<file path="src/rtl/seg7_scan.sv">
// Two-digit multiplexed seven-segment scanner with per-frame input snapshot.
// Optional: define LEADING_ZERO_BLANK_EN to blank the high digit when it is zero.
module seg7_scan #(
  parameter int unsigned PRESCALE   = 50000,
  parameter int unsigned GAP_CYC    = 16,
  parameter int unsigned ACTIVE_LOW = 1
) (
  input  logic       ck,
  input  logic       rst,
  input  logic [3:0] seg1,
  input  logic [3:0] seg0,
  output logic [1:0] an,
  output logic [6:0] cat,
  output logic       frame
);

  localparam int unsigned CNT_MAX = ((PRESCALE > GAP_CYC) ? PRESCALE : GAP_CYC) - 1;
  localparam int unsigned CW      = (CNT_MAX > 0) ? $clog2(CNT_MAX + 1) : 1;
  localparam logic [CW-1:0] SHOW_LAST = CW'(PRESCALE - 1);
  localparam logic [CW-1:0] GAP_LAST  = CW'(GAP_CYC - 1);

  typedef enum logic [1:0] {SHOW0, GAP0, SHOW1, GAP1} state_t;

  state_t        state, state_nxt;
  logic [CW-1:0] cnt;
  logic          last;
  logic [3:0]    hi, lo;
  logic [1:0]    an_on;
  logic [6:0]    cat_on;

  function automatic logic [6:0] glyph(input logic [3:0] d);
    logic [6:0] g;
    unique case (d)
      4'h0: g = 7'h3F;
      4'h1: g = 7'h06;
      4'h2: g = 7'h5B;
      4'h3: g = 7'h4F;
      4'h4: g = 7'h66;
      4'h5: g = 7'h6D;
      4'h6: g = 7'h7D;
      4'h7: g = 7'h07;
      4'h8: g = 7'h7F;
      4'h9: g = 7'h6F;
      4'hA: g = 7'h77;
      4'hB: g = 7'h7C;
      4'hC: g = 7'h39;
      4'hD: g = 7'h5E;
      4'hE: g = 7'h79;
      default: g = 7'h71;
    endcase
    return g;
  endfunction

  always_comb begin
    state_nxt = state;
    last      = (state == SHOW0 || state == SHOW1) ? (cnt == SHOW_LAST) : (cnt == GAP_LAST);
    if (last) begin
      unique case (state)
        SHOW0:   state_nxt = GAP0;
        GAP0:    state_nxt = SHOW1;
        SHOW1:   state_nxt = GAP1;
        default: state_nxt = SHOW0;
      endcase
    end
  end

  always_ff @(posedge ck) begin
    if (rst) begin
      state <= GAP1;
      cnt   <= '0;
      hi    <= '0;
      lo    <= '0;
      frame <= 1'b0;
    end else begin
      state <= state_nxt;
      cnt   <= last ? '0 : cnt + 1'b1;
      frame <= last && (state == GAP1);
      // Snapshot only on the edge entering SHOW0 so a mid-scan load never tears.
      if (last && (state == GAP1)) begin
        hi <= seg1;
        lo <= seg0;
      end
    end
  end

  always_comb begin
    an_on  = '0;
    cat_on = '0;
    unique case (state)
      SHOW0: begin
        an_on  = 2'b01;
        cat_on = glyph(lo);
      end
      SHOW1: begin
`ifdef LEADING_ZERO_BLANK_EN
        if (hi != 4'h0) begin
          an_on  = 2'b10;
          cat_on = glyph(hi);
        end
`else
        an_on  = 2'b10;
        cat_on = glyph(hi);
`endif
      end
      default: ;
    endcase
  end

  assign an  = (ACTIVE_LOW != 0) ? ~an_on  : an_on;
  assign cat = (ACTIVE_LOW != 0) ? ~cat_on : cat_on;

endmodule

</file>
<file path="config.mk">
export PLATFORM = sky130hd
export DESIGN_NAME = seg7_scan
export DESIGN_NICKNAME = d
export VERILOG_FILES = /design/src/rtl/seg7_scan.sv
export SDC_FILE = /design/constraint.sdc
export NUM_CORES = 1
export LEC_CHECK = 0
export CAP_MARGIN = 20
export CORE_ASPECT_RATIO = 1.5
export CORE_MARGIN = 3
export CORE_UTILIZATION = 60
export DETAILED_ROUTE_END_ITERATION = 6
export PLACE_DENSITY = 0.82
export RECOVER_POWER = 25
export SLEW_MARGIN = 40
export SYNTH_ARGS = -nofsm -noshare
export SYNTH_HDL_FRONTEND = slang
export SYNTH_SLANG_ARGS = --single-unit
export TNS_END_PERCENT = 50
</file>
<file path="constraint.sdc">
create_clock -name ck -period 6.3 [get_ports ck]
set_clock_uncertainty 0.2 [all_clocks]
set_input_delay 1.575 -clock ck [delete_from_list [all_inputs] [get_ports ck]]
set_output_delay 1.575 -clock ck [all_outputs]
set_load 0.02 [all_outputs]
</file>
==> metrics.md, run 1 <==
| Metric | Value |
|---|---|
| Reg2Reg Depth | 8 |
| Post-synthesis area per instance | 8.79 sq um |
| Largest net degree at the start of global routing | 33 |
| Worst min-delay path startpoint | cnt[0] |
| Net count after synthesis | 297 |
| Net switching component of the power | 94.8 uW |
| Proportion of synthesized flip-flops having asynchronous set or reset | 0 |
| Final period utilization | 0.604 |
| Ports | 20 |
| TNS Setup | 0 ns |
| Internal power | 356 uW |
| Post-synthesis cell type with the largest combined area | sky130_fd_sc_hd__dfxtp_1 |
| Worst slew pin tran | 1.19 ns |
| Part of the power in registers | 0.581 |
| Multiplexer share of the synthesized area | 0.0600 |
| Library cell used as clock root buffer | sky130_fd_sc_hd__clkbuf_8 |
| Place WS | 2.65 ns |
| Final hold violation count | 0 |
| Type of destination of the critical path | primary output |
| Sequential standard cell area | 821 sq um |
| Worst min-delay path class | reg2reg |
| Initial antenna violation count | 0 |
| Power density over the cells | 171 nW/um^2 |
| Multi-input combinational cell area | 1420 sq um |
| Number of enable flip-flop cells after synthesis | 0 |
| Number of DRC markers after the initial detailed-route iteration | 76 |
| Initial standard-cell utilization of the core | 0.634 |
| Hold Buf Count CTS | 0 |
| Most frequently used cell type in the post-synthesis netlist | sky130_fd_sc_hd__dfxtp_1 |
| Detailed-route wire length | 4710 um |
| Largest family of logic cells by synthesized area | simple AND/OR/NAND/NOR gates |
| Synth-to-Final Area Change | 11.8% |
| Ranking of synthesized cells by area | sky130_fd_sc_hd__dfxtp_1, sky130_fd_sc_hd__ha_1, sky130_fd_sc_hd__mux2i_1 |
| Post-route DRC violation count | 0 |
| Static power due to leakage | 0.971 nW |
| Total grt overflow | 0 |
| Post-cts sizing count | 0 |
| Die X-Extent | 57.2 um |
| Dpl cells | 320 |
| Post-synthesis adder-cell area fraction | 0.101 |
| Total number of H-tree levels | 2 |
| Filler Cell Count | 303 |
| Fmax achieved | 263 MHz |
| DP Area | 2540 sq um |
| Worst reg-to-reg setup slack | 2.82 ns |
| Xor and xnor area share after synthesis | 0.0632 |
| Buffer levels on the longest clock path | 2 |
| Detail-routed net length per standard cell | 14.4 um |
| Number of standard cells in the final layout excluding fillers | 327 |
| DPL Wire Length | 3610 um |
| Kind of start point of the critical path | flop |
| Outcome | complete, no violations |
| Commonest register cell after synthesis | sky130_fd_sc_hd__dfxtp_1 |
| Relative slew slack | 0.204 |
| Most used standard cells in the synthesized netlist | sky130_fd_sc_hd__dfxtp_1, sky130_fd_sc_hd__nor2_1, sky130_fd_sc_hd__nand2_1, sky130_fd_sc_hd__ha_1, sky130_fd_sc_hd__a21oi_1 |
| Final RePlAce weighted congestion | 0.806 |
| Row count | 27 |
| Flops & latches, synth | 41 |
| Critical path class | reg2out |
| Crit path setup slack, layout | 2.49 ns |
| Global-route wire length before repair | 8050 um |
| Synth top area share | 0.349 |
| Buffers on Ports | 19 |
| Via count of the first global-routing pass | 1812 |
| Worst hold slack | 0.253 ns |
| Post-CTS Setup Inserts | 0 |
| Largest fanout on the critical path | 9 |
| Fraction of final layout cells sized beyond drive strength 1 | 0.0775 |
| Number of nets still failing antenna checks after routing | 0 |
| Sequential-to-total area share from yosys stat | 0.349 |
| Die Outline Area | 4730 sq um |
| Area of the core | 3720 sq um |
| Startpoint of the most critical register-to-register path | cnt[8] |
| Diode insertion count for antenna repair | 0 |
| Comb pwr share | 0.039 |
| Clock tree sinks | 41 |
| Critical path data arrival time | 2.03 ns |
| Detailed Routing Iterations Pass 1 | 4 |
| Complex-gate fraction of the synthesized area | 0.166 |
| RSZ-0062 raised after global routing | no |
| DR vias/cell | 5.70 |
| Worst EP required | 4.53 ns |
| Post-layout instance area | 2630 sq um |
| Switching share of power | 0.211 |
| Number of warning messages in the yosys log | 0 |
| Number of pins with negative max-slew slack in the final report | 0 |
| Synthesized netlist cell count | 268 |
| Distinct cells, synth | 51 |
| Maximum resistive drop on vdd | 0.189 mV |
| Simple-gate area share of the yosys netlist | 0.211 |
| Hold-critical path depth | 1 |
| End point of the most critical hold path | cnt[0] |
| Endpoints failing setup | 0 |
| Relative contribution of the clock network to total power | 0.380 |
| Routed via count | 1864 |
| Net count, final | 313 |
| Clock tree from TritonCTS | done |
| Total of max-cap violations | 0 |
| Clock buffer count from CTS | 5 |
| Clock-pin slew reported for the worst setup and hold paths after clock tree synthesis | 0.07 ns |
| Die Y-Extent | 82.7 um |
| Cell area after synthesis | 2350 sq um |
| Overall routing resource usage | 0.221 |
| Clk Latency, worst-skew pair | 0.28 ns |
| Post-layout min period | 3.81 ns |
[worst max path at each step]
| stage | cells past startpoint | end | slack, ns | startpoint |
|---|---|---|---|---|
| after global routing | 4 | cat[4] | 2.35 | state[0] |
| after floorplan | 7 | flop | 2.90 | rst |
| after detailed placement | 4 | flop | 2.65 | seg1[2] |
| final | 4 | cat[4] | 2.49 | state[0] |
| after CTS | 4 | cat[4] | 2.48 | state[0] |
| after global placement | 6 | flop | 1.88 | rst |
[cell usage in the layout, fill, tap and decap left out, types with 2 or more instances in the layout]
| cell | netlist | final |
|---|---|---|
| sky130_fd_sc_hd__a211oi_1 | 2 | 2 |
| sky130_fd_sc_hd__a21o_1 | 6 | 6 |
| sky130_fd_sc_hd__a21oi_1 | 18 | 18 |
| sky130_fd_sc_hd__a22oi_1 | 9 | 9 |
| sky130_fd_sc_hd__a2bb2oi_1 | 2 | 2 |
| sky130_fd_sc_hd__and3_1 | 2 | 2 |
| sky130_fd_sc_hd__and4_1 | 2 | 2 |
| sky130_fd_sc_hd__clkbuf_1 | 3 | 2 |
| sky130_fd_sc_hd__clkbuf_8 | 0 | 6 |
| sky130_fd_sc_hd__clkdlybuf4s50_1 | 0 | 18 |
| sky130_fd_sc_hd__dfxtp_1 | 41 | 41 |
| sky130_fd_sc_hd__ha_1 | 19 | 19 |
| sky130_fd_sc_hd__inv_1 | 11 | 11 |
| sky130_fd_sc_hd__mux2i_1 | 13 | 11 |
| sky130_fd_sc_hd__mux2i_2 | 0 | 2 |
| sky130_fd_sc_hd__nand2_1 | 22 | 22 |
| sky130_fd_sc_hd__nand3_1 | 11 | 11 |
| sky130_fd_sc_hd__nand3b_1 | 2 | 2 |
| sky130_fd_sc_hd__nand4_1 | 2 | 2 |
| sky130_fd_sc_hd__nor2_1 | 26 | 26 |
| sky130_fd_sc_hd__nor2b_1 | 9 | 9 |
| sky130_fd_sc_hd__nor3_1 | 10 | 10 |
| sky130_fd_sc_hd__nor4_1 | 2 | 2 |
| sky130_fd_sc_hd__o211ai_1 | 3 | 3 |
| sky130_fd_sc_hd__o21ai_0 | 4 | 4 |
| sky130_fd_sc_hd__xnor2_1 | 8 | 8 |
| sky130_fd_sc_hd__xor2_1 | 9 | 9 |
[power by group through the flow]
stage	Combinational (mW)	Clock, mW	Sequential [mW]
global placement	0.0175	0	0.268
floorplan	0.0103	0	0.268
finish	0.0175	0.171	0.262
global route	0.0193	0.185	0.262
CTS	0.0175	0.176	0.262
detailed placement	0.0175	0	0.268
[logic make-up (layout without fill, tap and decap cells)]
| logic type | count (synthesis) | in the layout |
|---|---|---|
| AND/OR/NAND/NOR | 99 | 99 |
| AO/OA/AOI/OAI | 54 | 54 |
| flip-flops | 41 | 41 |
| buffers and inverters | 24 | 40 |
| adder cells (fa/ha/maj) | 19 | 19 |
| XOR/XNOR | 17 | 17 |
| multiplexers | 14 | 14 |
[stage by stage]
step | power, mW | utilization
floorplan | 0.278 | -
global route | 0.467 | 0.708
finish | 0.450 | 0.708
detailed placement | 0.285 | 0.685
CTS | 0.455 | 0.708
global placement | 0.285 | 0.682
[metal layers]
layer  wire [um]  vias to the layer above  GRT usage  share of wire
met5           0                        -          0              0
met4         128                        0     0.0882          0.027
met3         110                       10     0.0482          0.023
met2        2600                       30      0.423           0.55
met1        1870                      855      0.230           0.40
li1            -                      969          -              -
[critical path, stage by stage (launching register included)]
cell and delay (ns):
sky130_fd_sc_hd__dfxtp_1 0.41, sky130_fd_sc_hd__inv_1 0.12, sky130_fd_sc_hd__ha_1 0.32, sky130_fd_sc_hd__a22oi_1 0.23
sky130_fd_sc_hd__clkdlybuf4s50_1 0.66
[area by class of cell]
class / instances / share of cell area
Inverter: 12 / 0.0171
Sequential cell: 41 / 0.312
Clock buffer: 7 / 0.0328
Tap cell: 43 / 0.0204
Timing Repair Buffer: 21 / 0.0770
Multi-Input combinational cell: 203 / 0.541
No activity file was read; power rests on OpenSTA's default activity.
==> run 2: changes to the inputs <==
--- a/config.mk
+++ b/config.mk
@@ -8,9 +8,9 @@
 export CAP_MARGIN = 20
 export CORE_ASPECT_RATIO = 1.5
 export CORE_MARGIN = 3
-export CORE_UTILIZATION = 60
+export CORE_UTILIZATION = 57
 export DETAILED_ROUTE_END_ITERATION = 6
-export PLACE_DENSITY = 0.82
+export PLACE_DENSITY = 0.79
 export RECOVER_POWER = 25
 export SLEW_MARGIN = 40
 export SYNTH_ARGS = -nofsm -noshare
==> constraint.sdc (replaced) <==
create_clock -name ck -period 3.9 [get_ports ck]
set_clock_uncertainty 0.2 [all_clocks]
set_input_delay 0.975 -clock ck [delete_from_list [all_inputs] [get_ports ck]]
set_output_delay 0.975 -clock ck [all_outputs]
set_load 0.02 [all_outputs]
==> run 2 against run 1 <==
- power is 77% higher
- sequential cell count stayed put
- combinational power is 70% higher
- clock power is 100% higher
- design area is 1.7% higher
- register-to-register slack worse by 2.1 ns
- sequential power is 61% higher
- wire length is 3.1% higher
- setup slack worse by 1.8 ns
- largest cell class unchanged
==> metrics.md, run 2 (synthesis gave the netlist of run 1 again) <==
| Metric | Value |
|---|---|
| Clk Latency, worst-skew pair | 0.29 ns (about the same) |
| Commonest non-fill, non-tap cell in the layout | sky130_fd_sc_hd__dfxtp_1 |
| Clock-pin slew reported for the worst setup and hold paths after clock tree synthesis | 0.08 ns (about the same) |
| TNS Setup | 0 ns (unchanged) |
| Overall routing resource usage | 0.220 (-0.00104) |
| Routed via count | 1915 (+2.7%) |
| Area of the core | 3960 sq um (+6.5%) |
| Worst slew pin tran | 0.694 ns (-0.499 ns) |
| Critical path data arrival time | 2.03 ns (about the same) |
| Endpoints failing setup | 0 (unchanged) |
| Ports | 20 (unchanged) |
| Outcome | complete, no violations |
| Post-cts sizing count | 0 (unchanged) |
| Initial antenna violation count | 0 (unchanged) |
| Post-layout min period | 3.21 ns |
| Hold Buf Count CTS | 0 (unchanged) |
| DPL Wire Length | 3780 um (+4.5%) |
| Via count of the first global-routing pass | 1929 (+6.5%) |
| Post-layout instance area | 2680 sq um (+1.7%) |
| RSZ-0062 raised after global routing | no |
| Static power due to leakage | 0.989 nW (+1.8%) |
| Buffer levels on the longest clock path | 2 (unchanged) |
| Kind of start point of the critical path | flop |
| Clock buffer count from CTS | 5 (unchanged) |
| Post-CTS Setup Inserts | 0 (unchanged) |
| Reg2Reg Depth | 8 (unchanged) |
| Critical path class | reg2out |
| Clock tree from TritonCTS | done |
| Relative slew slack | 0.524 (+0.320) |
| Worst min-delay path class | reg2reg |
| Buffers on Ports | 19 (unchanged) |
| Detailed-route wire length | 4850 um (+3.1%) |
| Die Outline Area | 4950 sq um (+4.8%) |
| Clock tree sinks | 41 (unchanged) |
| Number of nets still failing antenna checks after routing | 0 (unchanged) |
| Number of pins with negative max-slew slack in the final report | 0 (unchanged) |
| Share of the core filled with cells in the final layout | 0.676 (-0.0321) |
| Final hold violation count | 0 (unchanged) |
| Maximum resistive drop on vdd | 0.309 mV (+63%) |
| Critical Path Sink | cat[1] |
| Startpoint of the most critical register-to-register path | cnt[8] |
| Number of DRC markers after the initial detailed-route iteration | 68 (-11%) |
| Worst reg-to-reg setup slack | 0.71 ns (-2.11 ns) |
| Total grt overflow | 0 (unchanged) |
| Die X-Extent | 58.5 um (+2.3%) |
| Largest net degree at the start of global routing | 23 (-30%) |
| DR vias/cell | 5.73 (+0.58%) |
| Worst EP required | 2.72 ns (-1.81 ns) |
| Total of max-cap violations | 0 (unchanged) |
| Final period utilization | 0.822 |
| Power density over the cells | 298 nW/um^2 (+74%) |
| Post-route DRC violation count | 0 (unchanged) |
| Global-route wire length before repair | 8310 um (+3.2%) |
| Net count, final | 317 (+1.3%) |
| Most frequent cells in the layout | sky130_fd_sc_hd__dfxtp_1, sky130_fd_sc_hd__nor2_1, sky130_fd_sc_hd__nand2_1 |
| Library cell used as clock root buffer | sky130_fd_sc_hd__clkbuf_8 |
| Filler Cell Count | 345 (+14%) |
| Fmax achieved | 312 MHz |
| Detailed Routing Iterations Pass 1 | 4 (unchanged) |
| Type of destination of the critical path | primary output |
| Largest fanout on the critical path | 9 (unchanged) |
| Fraction of final layout cells sized beyond drive strength 1 | 0.0796 (+0.00212) |
| DP Area | 2570 sq um (+1.2%) |
| Diode insertion count for antenna repair | 0 (unchanged) |
| Row count | 28 (+3.7%) |
| Initial standard-cell utilization of the core | 0.595 (-0.0389) |
| Detail-routed net length per standard cell | 14.5 um (+0.92%) |
| Synth-to-Final Area Change | 13.7% |
| Critical Path Source | state[0] |
| Final RePlAce weighted congestion | 0.825 (+2.4%) |
| Total number of H-tree levels | 2 (unchanged) |
| Die Y-Extent | 84.7 um (+2.4%) |
run 2: cell count changes in the layout (fill, tap and decap cells not counted), sizes merged:
cell,change
dlygate4sd3,+2
bufinv,+1
clkbuf,+1
clkdlybuf4s50,-1
clkinv,+1
clkinvlp,+1
run 2: worst max-delay path, stage by stage (launching register included):
cell and delay [ns]:
sky130_fd_sc_hd__dfxtp_1 0.40, sky130_fd_sc_hd__inv_1 0.12, sky130_fd_sc_hd__ha_1 0.33, sky130_fd_sc_hd__a22oi_1 0.24
sky130_fd_sc_hd__clkdlybuf4s50_1 0.64
run 2: power by group:
group | internal (mW) | switching (mW)
Clock | 0.192 | 0.155
Sequential | 0.421 | 0.00206
Combinational | 0.0144 | 0.0154
Total | 0.627 | 0.172
run 2: metrics by stage:
stage | cells | hold WS (ns) | power [mW] | worst slack, ns
finish | 334 | 0.253 | 0.799 | 0.694
floorplan | 268 | 0.217 | 0.449 | 1.10
global placement | 326 | 0.232 | 0.463 | 0.730
detailed placement | 326 | 0.237 | 0.463 | 0.713
global route | 334 | 0.310 | 0.825 | 0.537
CTS | 334 | 0.255 | 0.805 | 0.663
run 2: per-layer routing:
layer	global-route usage	share of wire	routed length, um	up-vias
met5	0	0	0	-
met4	0.127	0.042	206	0
met3	0.0538	0.028	135	19
met2	0.401	0.55	2660	33
met1	0.214	0.38	1850	883
li1	-	-	-	980
run 2: area by class of cell:
type | count | area [sq um] | share of cell area
Multi-Input combinational cell | 203 | 1420 | 0.530
Inverter | 12 | 45.0 | 0.0168
Sequential cell | 41 | 821 | 0.307
Clock inverter | 3 | 46.3 | 0.0173
Tap cell | 45 | 56.3 | 0.0210
Clock buffer | 5 | 68.8 | 0.0257
Timing Repair Buffer | 25 | 220 | 0.0822
run 2: worst min path at each step:
stage / startpoint / end / slack, ns / depth (start not counted)
6_report: cnt[0] / cnt[0] / 0.25 / 1
5_1_grt: cnt[0] / cnt[0] / 0.31 / 1
4_1_cts: cnt[0] / cnt[0] / 0.25 / 1
3_5_place_dp: cnt[0] / cnt[0] / 0.24 / 1
3_3_place_gp: cnt[0] / cnt[0] / 0.23 / 1
2_1_floorplan: cnt[0] / cnt[0] / 0.22 / 1
==> run 3: changes to the inputs <==
--- a/config.mk
+++ b/config.mk
@@ -8,9 +8,9 @@
 export CAP_MARGIN = 20
 export CORE_ASPECT_RATIO = 1.5
 export CORE_MARGIN = 3
-export CORE_UTILIZATION = 57
+export CORE_UTILIZATION = 52
 export DETAILED_ROUTE_END_ITERATION = 6
-export PLACE_DENSITY = 0.79
+export PLACE_DENSITY = 0.76
 export RECOVER_POWER = 25
 export SLEW_MARGIN = 40
 export SYNTH_ARGS = -nofsm -noshare
==> constraint.sdc (replaced) <==
create_clock -name ck -period 2.73 [get_ports ck]
set_clock_uncertainty 0.2 [all_clocks]
set_input_delay 0.6825 -clock ck [delete_from_list [all_inputs] [get_ports ck]]
set_output_delay 0.6825 -clock ck [all_outputs]
set_load 0.02 [all_outputs]
==> run 3 against run 2 <==
- register-to-register slack lost 0.64 ns
- critical path depth increased by 6
- power grew 40%
- utilization down 0.10 points
- setup slack got worse by 0.62 ns
==> metrics.md, run 3 (synthesis gave the netlist of run 1 again) <==
| Metric | Value |
|---|---|
| Power density over the cells | 387 nW/um^2 (+30%) |
| Final hold violation count | 0 (unchanged) |
| Worst min-delay path class | reg2reg |
| Static power due to leakage | 1.09 nW (+10%) |
| Initial standard-cell utilization of the core | 0.550 (-0.0448) |
| Net switching component of the power | 229 uW (+33%) |
| Part of the power in registers | 0.539 (+0.010) |
| Comb pwr share | 0.044 (+0.007) |
| Buffer levels on the longest clock path | 2 (unchanged) |
| Chain of cells forming the critical path | nor3_1 > nor2b_1 > nor2b_1 > and4_4 > buf_4 > nand2_1 > a21o_1 > ha_1 > a21oi_1 > a22oi_1 |
| Relative contribution of the clock network to total power | 0.417 (-0.017) |
| Detailed-route wire length | 5060 um (+4.3%) |
| Clock buffer count from CTS | 5 (unchanged) |
| Cell at the slowest stage of the critical path | sky130_fd_sc_hd__dfxtp_1 |
| Diode insertion count for antenna repair | 0 (unchanged) |
| Number of DRC markers after the initial detailed-route iteration | 99 (+46%) |
| Maximum single-stage delay on the critical path | 0.36 ns (-0.28 ns) |
| Row count | 29 (+3.6%) |
| Detailed Routing Iterations Pass 1 | 4 (unchanged) |
| Startpoint of the most critical register-to-register path | cnt[12] |
| Relative slew slack | 0.641 (+0.117) |
| Bufs and invs on worst path | 1 (-1) |
| Most frequent cells in the layout | sky130_fd_sc_hd__dfxtp_1, sky130_fd_sc_hd__nor2_1, sky130_fd_sc_hd__buf_4 |
| Final period utilization | 0.974 |
| Routed via count | 1977 (+3.2%) |
| Fmax achieved | 376 MHz |
| Critical path data arrival time | 2.63 ns (+0.60 ns) |
| Post-layout min period | 2.66 ns |
| Largest delay share family, worst path | simple AND/OR/NAND/NOR gates |
| Final RePlAce weighted congestion | 0.853 (+3.4%) |
| Ports | 20 (unchanged) |
| Overall routing resource usage | 0.212 (-0.00801) |
| Switching share of power | 0.205 (-0.0110) |
| Worst EP required | 2.70 ns (-0.02 ns) |
| Clock tree from TritonCTS | done |
| Fraction of final layout cells sized beyond drive strength 1 | 0.190 (+0.110) |
| Clk Latency, worst-skew pair | 0.29 ns (about the same) |
| Detail-routed net length per standard cell | 14.4 um (-1.1%) |
| Die X-Extent | 60.9 um (+4.2%) |
| Buffers on Ports | 19 (unchanged) |
| Outcome | complete, no violations |
| Most numerous cell on the critical path | sky130_fd_sc_hd__nor2b_1 |
| Reg2Reg Depth | 10 (+2) |
| RSZ-0062 raised after global routing | yes |
| Post-route DRC violation count | 0 (unchanged) |
| Critical path class | reg2reg |
| Via count of the first global-routing pass | 1958 (+1.5%) |
| DR vias/cell | 5.62 (-2.0%) |
| Worst slew pin tran | 0.525 ns (-0.169 ns) |
| Type of destination of the critical path | flop |
| Worst hold slack | 0.250 ns (-0.00318 ns) |
| Hold-critical path depth | 1 (unchanged) |
| Number of nets still failing antenna checks after routing | 0 (unchanged) |
| Commonest non-fill, non-tap cell in the layout | sky130_fd_sc_hd__dfxtp_1 |
| Net count, final | 335 (+5.7%) |
| Synth-to-Final Area Change | 22.8% |
| Total grt overflow | 0 (unchanged) |
| Number of pins with negative max-slew slack in the final report | 0 (unchanged) |
| End point of the most critical hold path | cnt[0] |
| Total number of H-tree levels | 2 (unchanged) |
| Area of the core | 4280 sq um (+8.2%) |
| Internal power | 890 uW (+42%) |
| Worst reg-to-reg setup slack | 0.07 ns (-0.64 ns) |
| Kind of start point of the critical path | flop |
| Hold Buf Count CTS | 0 (unchanged) |
| Clock tree sinks | 41 (unchanged) |
| Endpoints failing setup | 0 (unchanged) |
| Crit path setup slack, layout | 0.0722 ns (-0.622 ns) |
| Largest fanout on the critical path | 5 (-4) |
| Place WS | -0.0175 ns (-0.731 ns) |
| Total of max-cap violations | 0 (unchanged) |
| Clock-pin slew reported for the worst setup and hold paths after clock tree synthesis | 0.08 ns (about the same) |
| Initial antenna violation count | 0 (unchanged) |
| Die Y-Extent | 88.4 um (+4.4%) |
| Worst min-delay path startpoint | cnt[0] |
| Die Outline Area | 5390 sq um (+8.8%) |
| Maximum resistive drop on vdd | 0.268 mV (-13%) |
| DPL Wire Length | 3760 um (-0.60%) |
| Library cell used as clock root buffer | sky130_fd_sc_hd__clkbuf_8 |
| Filler Cell Count | 356 (+3.2%) |
| Global-route wire length before repair | 8670 um (+4.4%) |
| Largest net degree at the start of global routing | 33 (+43%) |
## run 3: stage by stage
stage	util	total power, mW	area (sq um)	setup TNS [ns]	instances
finish	0.675	1.12	2890	0	352
global placement	0.628	0.666	2690	-0.0458	340
global route	0.675	1.15	2890	-0.402	352
detailed placement	0.628	0.667	2690	-0.0344	340
floorplan	-	0.642	2360	0	268
CTS	0.651	1.13	2790	0	347
## run 3: timing repair
action / CTS / global route
gates resized for setup: 9 / 16
setup buffers: 0 / 5
setup endpoints to repair: 12 / 18
pin swaps: 0 / 5
## run 3: worst max-delay path by stage
stage,from,to,slack (ns),cells after the start
6_report,cnt[12],flop,0.07,10
3_5_place_dp,cnt[14],flop,-0.02,11
2_1_floorplan,cnt[8],flop,0.03,8
3_3_place_gp,cnt[9],flop,-0.03,11
5_1_grt,cnt[12],flop,-0.08,11
4_1_cts,state[0],an[1],0.01,5
## run 3: power groups by stage
stage                     clock (mW)  combinational, mW  sequential [mW]
final                          0.466             0.0492            0.603
after global routing           0.495             0.0540            0.604
after global placement             0             0.0476            0.618
after detailed placement           0             0.0485            0.618
after CTS                      0.474             0.0490            0.604
after floorplan                    0             0.0239            0.618
## run 3: layout make-up
class | count | area [sq um] | area share
Clock buffer | 5 | 68.8 | 0.0238
Tap cell | 46 | 57.6 | 0.0199
Clock inverter | 2 | 35.0 | 0.0121
Inverter | 12 | 45.0 | 0.0156
Sequential cell | 41 | 825 | 0.285
Timing Repair Buffer | 43 | 393 | 0.136
Multi-Input combinational cell | 203 | 1470 | 0.508
## run 3: routing by layer
| layer | track usage | vias up | routed length (um) |
|---|---|---|---|
| met5 | 0 | - | 0 |
| met4 | 0.0789 | 0 | 85 |
| met3 | 0.0380 | 9 | 115 |
| met2 | 0.396 | 26 | 2840 |
| met1 | 0.227 | 930 | 2020 |
| li1 | - | 1012 | - |
